**src/rtl/ser_pkg.sv**
```systemverilog
`default_nettype none
// ============================================================================
// Module      : ser_pkg
// Description : Shared FSM state encoding and default sizes for byte_serializer.
// Revision    : 1.0 - initial release
// ============================================================================
package ser_pkg;

    localparam int SER_DEPTH = 4;
    localparam int SER_WIDTH = 8;

    typedef enum logic [1:0] {
        IDLE   = 2'd0,
        SHIFT  = 2'd1,
        PARITY = 2'd2
    } ser_state_t;

endpackage
`default_nettype wire

```
**src/rtl/ser_fifo.sv**
```systemverilog
`default_nettype none
// ============================================================================
// Module      : ser_fifo
// Description : DEPTH x WIDTH show-ahead FIFO with level, full and empty flags.
// Revision    : 1.0 - initial release
// ============================================================================
module ser_fifo #(
    parameter int DEPTH = 4,
    parameter int WIDTH = 8
) (
    input  logic                       clk,
    input  logic                       reset,
    input  logic                       push,
    input  logic [WIDTH-1:0]           wdata,
    input  logic                       pop,
    output logic [WIDTH-1:0]           rdata,
    output logic                       full,
    output logic                       empty,
    output logic [$clog2(DEPTH+1)-1:0] level
);

    localparam int c_AW = $clog2(DEPTH);
    localparam int c_LW = $clog2(DEPTH + 1);
    localparam logic [c_LW-1:0] c_LVL_FULL = c_LW'(DEPTH);
    localparam logic [c_LW-1:0] c_LVL_ONE  = c_LW'(1);
    localparam logic [c_AW-1:0] c_PTR_ONE  = c_AW'(1);

    logic [WIDTH-1:0] r_mem [DEPTH];
    logic [c_AW-1:0]  r_wptr;
    logic [c_AW-1:0]  r_rptr;
    logic [c_LW-1:0]  r_level;
    logic             w_push;
    logic             w_pop;

    // Requests are qualified here so the caller can never over- or under-run.
    assign w_push = push && !full;
    assign w_pop  = pop && !empty;

    always_ff @(posedge clk) begin
        if (w_push) begin
            r_mem[r_wptr] <= wdata;
        end
    end

    // DEPTH is a power of two, so pointers wrap by natural overflow.
    always_ff @(posedge clk or negedge reset) begin
        if (!reset) begin
            r_wptr  <= '0;
            r_rptr  <= '0;
            r_level <= '0;
        end else begin
            if (w_push) begin
                r_wptr <= r_wptr + c_PTR_ONE;
            end
            if (w_pop) begin
                r_rptr <= r_rptr + c_PTR_ONE;
            end
            case ({w_push, w_pop})
                2'b10:   r_level <= r_level + c_LVL_ONE;
                2'b01:   r_level <= r_level - c_LVL_ONE;
                default: r_level <= r_level;
            endcase
        end
    end

    assign rdata = r_mem[r_rptr];
    assign full  = (r_level == c_LVL_FULL);
    assign empty = (r_level == '0);
    assign level = r_level;

endmodule
`default_nettype wire

```
**src/rtl/byte_serializer.sv**
```systemverilog
`default_nettype none
// ============================================================================
// Module      : byte_serializer
// Description : Buffers parallel words and shifts them out MSB-first, one bit
//               per enabled clock. Define SER_PARITY_EN to append an even
//               parity bit to every frame.
// Revision    : 1.0 - initial release
// ============================================================================
module byte_serializer
    import ser_pkg::*;
#(
    parameter int DEPTH = SER_DEPTH,
    parameter int WIDTH = SER_WIDTH
) (
    input  logic                       clk,
    input  logic                       reset,
    input  logic [WIDTH-1:0]           in_data,
    input  logic                       in_valid,
    output logic                       in_ready,
    input  logic                       ser_enable,
    output logic                       serial_out,
    output logic                       serial_valid,
    output logic                       frame_start,
    output logic                       busy,
    output logic [$clog2(DEPTH+1)-1:0] fifo_level
);

    localparam int c_CW = (WIDTH > 1) ? $clog2(WIDTH) : 1;
    localparam logic [c_CW-1:0] c_CNT_LAST = c_CW'(WIDTH - 1);
    localparam logic [c_CW-1:0] c_CNT_ONE  = c_CW'(1);

    ser_state_t       r_state;
    ser_state_t       w_state_nxt;
    logic [WIDTH-1:0] r_shift;
    logic [WIDTH-1:0] w_shift_nxt;
    logic [c_CW-1:0]  r_cnt;
    logic [c_CW-1:0]  w_cnt_nxt;
    logic             r_serial_out;
    logic             w_serial_out_nxt;
    logic             r_serial_valid;
    logic             w_serial_valid_nxt;
    logic             r_frame_start;
    logic             w_frame_start_nxt;
    logic             r_busy;
    logic             w_pop;
    logic             w_fifo_full;
    logic             w_fifo_empty;
    logic [WIDTH-1:0] w_fifo_rdata;
`ifdef SER_PARITY_EN
    logic             r_parity;
`endif

    ser_fifo #(
        .DEPTH (DEPTH),
        .WIDTH (WIDTH)
    ) u_fifo (
        .clk   (clk),
        .reset (reset),
        .push  (in_valid),
        .wdata (in_data),
        .pop   (w_pop),
        .rdata (w_fifo_rdata),
        .full  (w_fifo_full),
        .empty (w_fifo_empty),
        .level (fifo_level)
    );

    assign in_ready = !w_fifo_full;

    always_ff @(posedge clk or negedge reset) begin
        if (!reset) begin
            r_state        <= IDLE;
            r_shift        <= '0;
            r_cnt          <= '0;
            r_serial_out   <= 1'b0;
            r_serial_valid <= 1'b0;
            r_frame_start  <= 1'b0;
            r_busy         <= 1'b0;
`ifdef SER_PARITY_EN
            r_parity       <= 1'b0;
`endif
        end else begin
            r_state        <= w_state_nxt;
            r_shift        <= w_shift_nxt;
            r_cnt          <= w_cnt_nxt;
            r_serial_out   <= w_serial_out_nxt;
            r_serial_valid <= w_serial_valid_nxt;
            r_frame_start  <= w_frame_start_nxt;
            r_busy         <= (w_state_nxt != IDLE);
`ifdef SER_PARITY_EN
            if (w_pop) begin
                r_parity <= ^w_fifo_rdata;
            end
`endif
        end
    end

    // End of a frame either chains straight into the next queued word or idles.
    always_comb begin
        w_state_nxt = r_state;
        w_pop       = 1'b0;
        if (ser_enable) begin
            case (r_state)
                IDLE: begin
                    if (!w_fifo_empty) begin
                        w_pop       = 1'b1;
                        w_state_nxt = SHIFT;
                    end
                end
                SHIFT: begin
                    if (r_cnt == '0) begin
`ifdef SER_PARITY_EN
                        w_state_nxt = PARITY;
`else
                        w_pop       = !w_fifo_empty;
                        w_state_nxt = w_fifo_empty ? IDLE : SHIFT;
`endif
                    end
                end
`ifdef SER_PARITY_EN
                PARITY: begin
                    w_pop       = !w_fifo_empty;
                    w_state_nxt = w_fifo_empty ? IDLE : SHIFT;
                end
`endif
                default: w_state_nxt = IDLE;
            endcase
        end
    end

    always_comb begin
        w_shift_nxt        = r_shift;
        w_cnt_nxt          = r_cnt;
        w_serial_out_nxt   = r_serial_out;
        w_serial_valid_nxt = 1'b0;
        w_frame_start_nxt  = 1'b0;
        if (w_pop) begin
            w_shift_nxt        = w_fifo_rdata;
            w_cnt_nxt          = c_CNT_LAST;
            w_serial_out_nxt   = w_fifo_rdata[WIDTH-1];
            w_serial_valid_nxt = 1'b1;
            w_frame_start_nxt  = 1'b1;
        end else if (ser_enable && (r_state == SHIFT) && (r_cnt != '0)) begin
            w_shift_nxt        = r_shift << 1;
            w_cnt_nxt          = r_cnt - c_CNT_ONE;
            w_serial_out_nxt   = r_shift[WIDTH-2];
            w_serial_valid_nxt = 1'b1;
`ifdef SER_PARITY_EN
        end else if ((r_state == SHIFT) && (w_state_nxt == PARITY)) begin
            w_serial_out_nxt   = r_parity;
            w_serial_valid_nxt = 1'b1;
`endif
        end
    end

    assign serial_out   = r_serial_out;
    assign serial_valid = r_serial_valid;
    assign frame_start  = r_frame_start;
    assign busy         = r_busy;

endmodule
`default_nettype wire

```
**config.mk**
```make
export PLATFORM = sky130hd
export DESIGN_NAME = byte_serializer
export DESIGN_NICKNAME = d
export VERILOG_FILES = /design/src/rtl/ser_pkg.sv /design/src/rtl/ser_fifo.sv /design/src/rtl/byte_serializer.sv
export SDC_FILE = /design/constraint.sdc
export NUM_CORES = 1
export LEC_CHECK = 0
export CORE_ASPECT_RATIO = 1.1
export CORE_UTILIZATION = 51
export CTS_BUF_LIST = sky130_fd_sc_hd__clkbuf_16
export DETAILED_ROUTE_END_ITERATION = 7
export GPL_ROUTABILITY_DRIVEN = 1
export GPL_TIMING_DRIVEN = 0
export PLACE_DENSITY = 0.74
export SYNTH_ARGS = -nofsm -noshare
export SYNTH_HDL_FRONTEND = slang
export SYNTH_SLANG_ARGS = --single-unit
```
**constraint.sdc**
```tcl
create_clock -name clk -period 2.2 [get_ports clk]
set_clock_uncertainty 0.15 [all_clocks]
set_input_delay 0.44 -clock clk [delete_from_list [all_inputs] [get_ports clk]]
set_output_delay 0.44 -clock clk [all_outputs]
set_load 0.01 [all_outputs]
```
==> impl_metrics.json <==
{
  "finalCriticalPeriod_ns": 2.18,
  "worst_pin_slew_ns": 1.06,
  "detail-route-antenna-nets": 0,
  "wl_per_cell_um": 16.4,
  "cts_tree": "done",
  "cp_data_arrival_time_ns": 2.24,
  "p_seq_share_pct": 42.5,
  "num_vias": 1236,
  "drv_slew": 0,
  "synth_area_leaders": "edfxtp_1 41%, dfrtp_1 25%, mux4_2 7.7%, ha_1 3.8%, a2bb2oi_2 2.6%",
  "rsz0062_at_grt": "true",
  "ff_latch_area_um2": 1540,
  "die_w_um": 66.5,
  "ys_seq_area_share_pct": 65.8,
  "die_area_um2": 4850,
  "finalSetupTns_ns": 0,
  "cp_max_fo": 3,
  "clkSinkCount": 55,
  "clk_pin_slew_ns": 0.06,
  "hold_class": "flip-flop to flip-flop",
  "worstPathRequired_ns": 2.26,
  "drv_cap": 0,
  "relSlewSlack_pct": 29.3,
  "cts_made_buffers": 5,
  "outcome": "finished, final reports clean",
  "grt_overflow": 0,
  "layout-drive-gt1-share_pct": 28.0,
  "ys_ff_latch": 55,
  "clkPwrFrac_pct": 23.3,
  "combPwrFrac_pct": 34.2,
  "antenna_cells": 0,
  "clk_path_buf_depth": 2,
  "grt_pass1_wl_um": 6120,
  "vdd_drop_max_mv": 0.675,
  "yosysTopAreaCell": "edfxtp_1",
  "synth_cells": 137,
  "area_growth_pct": 20.6,
  "synth_cell_types": 37,
  "yosys_warnings": 0,
  "viasPerCell": 5.57,
  "final_cells": 222,
  "fill_cells": 312,
  "switching_share_pct": 29.6,
  "core-area_um2": 4350,
  "syn_area_um2": 2330,
  "drt-total-wl_um": 3650,
  "power_density_nw_per_um2": 1320,
  "crit_type": "flip-flop to flip-flop",
  "grt_start_max_net_pins": 24,
  "firstDrtPassIters": 4,
  "place_inst": 210,
  "dpl.hpwl_um": 2480,
  "insertion_delay_ns": 0.29,
  "grt_pass1_vias": 1283,
  "cts_hold_buf": 0,
  "period_share_pct": 98.9,
  "nets": 187,
  "crit_path_end_kind": "flip-flop",
  "setup_viol_count_final": 0,
  "antenna_found_initial": 0,
  "grtUsageTotal_pct": 17.7,
  "io-pin-count": 20,
  "p_leak_nw": 1.07,
  "io_buffers": 19,
  "detail_route.iter0.violations": 96,
  "cts_root_buf": "clkbuf_16",
  "routabilityCongestion": 0.664,
  "syn-num-nets": 157,
  "p_int_mw": 2.61,
  "rows": 25,
  "switchingPower_mw": 1.10,
  "synth_top_area_share_pct": 41.2,
  "start_util_pct": 53.7,
  "avgSynthCellArea_um2": 17.0,
  "hold_viol": 0,
  "fmax_mhz": 460,
  "die_height_um": 72.9,
  "htree_levels": 2,
  "multi_input_area_um2": 756,
  "drc": 0,
  "worstSetupStartpointType": "flip-flop"
}
## area by class of cell
cell class              count  area share [%]
flip-flops and latches     55            54.6
multi-input cells          68            26.9
repair buffers             23            7.78
clock buffers               5            4.45
well taps                  54            2.40
inverters                  10            1.51
clock inverters             3            1.47
plain buffers               4           0.934
## power by group through the flow
stage          clock network (mW)  logic [mW]  registers, mW
5_1_grt                     0.907        1.39           1.61
2_1_floorplan                   0       0.888           1.58
3_5_place_dp                    0        1.23           1.59
6_report                    0.862        1.27           1.58
4_1_cts                     0.876        1.27           1.58
3_3_place_gp                    0        1.18           1.57
## critical path: stages (launching register included)
cell and delay, ns:
dfrtp_1 0.40, inv_2 0.08, ha_4 0.13, nand2b_4 0.06, a211oi_4 0.25, ha_2 0.23
inv_2 0.04, fa_2 0.35, xor2_1 0.14, nor2_1 0.10, xor2_1 0.14
## flip-flops by register name, summed over array words and instances, names as in the netlist
signal	cells
u_fifo.r_wptr	2
busy	1
r_cnt	3
serial_out	1
r_state	2
serial_valid	1
u_fifo.r_mem	32
frame_start	1
r_shift	7
u_fifo.r_rptr	2
u_fifo.level	3
## stage by stage
stage | utilization (%) | area (um2) | worst slack (ns) | hold slack (ns) | total power [mW]
2_1_floorplan | - | 2340 | 0.00256 | -0.00559 | 2.47
3_3_place_gp | 59.8 | 2600 | -0.510 | 0.307 | 2.75
3_5_place_dp | 59.8 | 2600 | -0.599 | 0.323 | 2.82
4_1_cts | 64.5 | 2810 | -0.0106 | 0.350 | 3.73
5_1_grt | 64.7 | 2810 | -0.120 | 0.393 | 3.91
6_report | 64.7 | 2810 | 0.0246 | 0.353 | 3.71
## synth_stat cells
| library cell | instances |
|---|---|
| nand3_2 | 1 |
| a2bb2oi_2 | 4 |
| edfxtp_1 | 32 |
| nor2b_1 | 2 |
| a22o_1 | 1 |
| o22ai_2 | 4 |
| nor3_4 | 1 |
| xor2_1 | 3 |
| a21o_4 | 1 |
| dfrtp_1 | 23 |
| fa_1 | 1 |
| xnor2_1 | 3 |
| o21ai_1 | 1 |
| nand2b_4 | 1 |
| nor2_1 | 3 |
| a22oi_1 | 1 |
| nand2_1 | 3 |
| inv_1 | 9 |
| a211oi_1 | 1 |
| o22a_1 | 1 |
| clkbuf_2 | 1 |
| nand3_1 | 1 |
| ha_1 | 7 |
| clkinv_4 | 1 |
| a211oi_2 | 1 |
| a21o_2 | 1 |
| mux4_2 | 8 |
| o22ai_1 | 3 |
| mux2_1 | 1 |
| nand2b_1 | 1 |
| buf_2 | 2 |
| buf_6 | 1 |
| o21a_1 | 1 |
| and2_4 | 1 |
| o21ai_0 | 4 |
| a2bb2oi_1 | 3 |
| and3_1 | 4 |
## layer usage
metal | track usage, % | share of wire (%) | routed length, um | vias to the layer above
li1 | - | - | - | 572
met1 | 22.3 | 42 | 1550 | 637
met2 | 30.6 | 54 | 1960 | 23
met3 | 3.91 | 2.8 | 102 | 4
met4 | 5.67 | 0.99 | 36 | 0
met5 | 0 | 0 | 0 | -
## worst paths after layout
check | start | endpoint | depth (start not counted) | slack, ns
min | r_cnt[0] | r_cnt[0] | 1 | 0.35
max | r_cnt[0] | u_fifo.level[2] | 10 | 0.02
min in group asynchronous | reset | r_shift[3] | 1 | 0.58
max in group asynchronous | reset | r_cnt[1] | 1 | 0.69
max reg2reg | r_cnt[0] | u_fifo.level[2] | 10 | 0.02
min reg2reg | r_cnt[0] | r_cnt[0] | 1 | 0.35
## kinds of logic (layout without fill, tap and decap cells)
group	after synthesis	after routing	share of synthesized area [%]
AO/OA/AOI/OAI	27	27	11.0
XOR/XNOR	6	6	2.25
adder cells (fa/ha/maj)	8	8	4.61
buffers and inverters	14	45	2.95
flip-flops	55	55	65.8
multiplexers	9	9	8.20
AND/OR/NAND/NOR	18	18	5.15
## timing repair
action | in CTS | in global routing
buffers inserted | 3 | 1
endpoints found under the setup margin | 2 | 1
pin swaps | 5 | 3
gates resized for setup | 8 | 1
## layout by cell type, fill, tap and decap left out, types with 2 or more instances in the layout
cell type and instances:
o21ai_0 4, buf_2 2, dfrtp_1 23, buf_4 4, clkdlybuf4s50_1 18, a2bb2oi_1 3, nor2_1 3, o22ai_2 4
edfxtp_1 32, xnor2_1 3, mux4_2 8, inv_1 6, inv_2 4, o22ai_1 3, a2bb2oi_2 4, xor2_1 3
nor2b_1 2, ha_1 5, and3_1 4, clkbuf_16 5, nand2_1 3
Power figures use the tool's default switching activity.
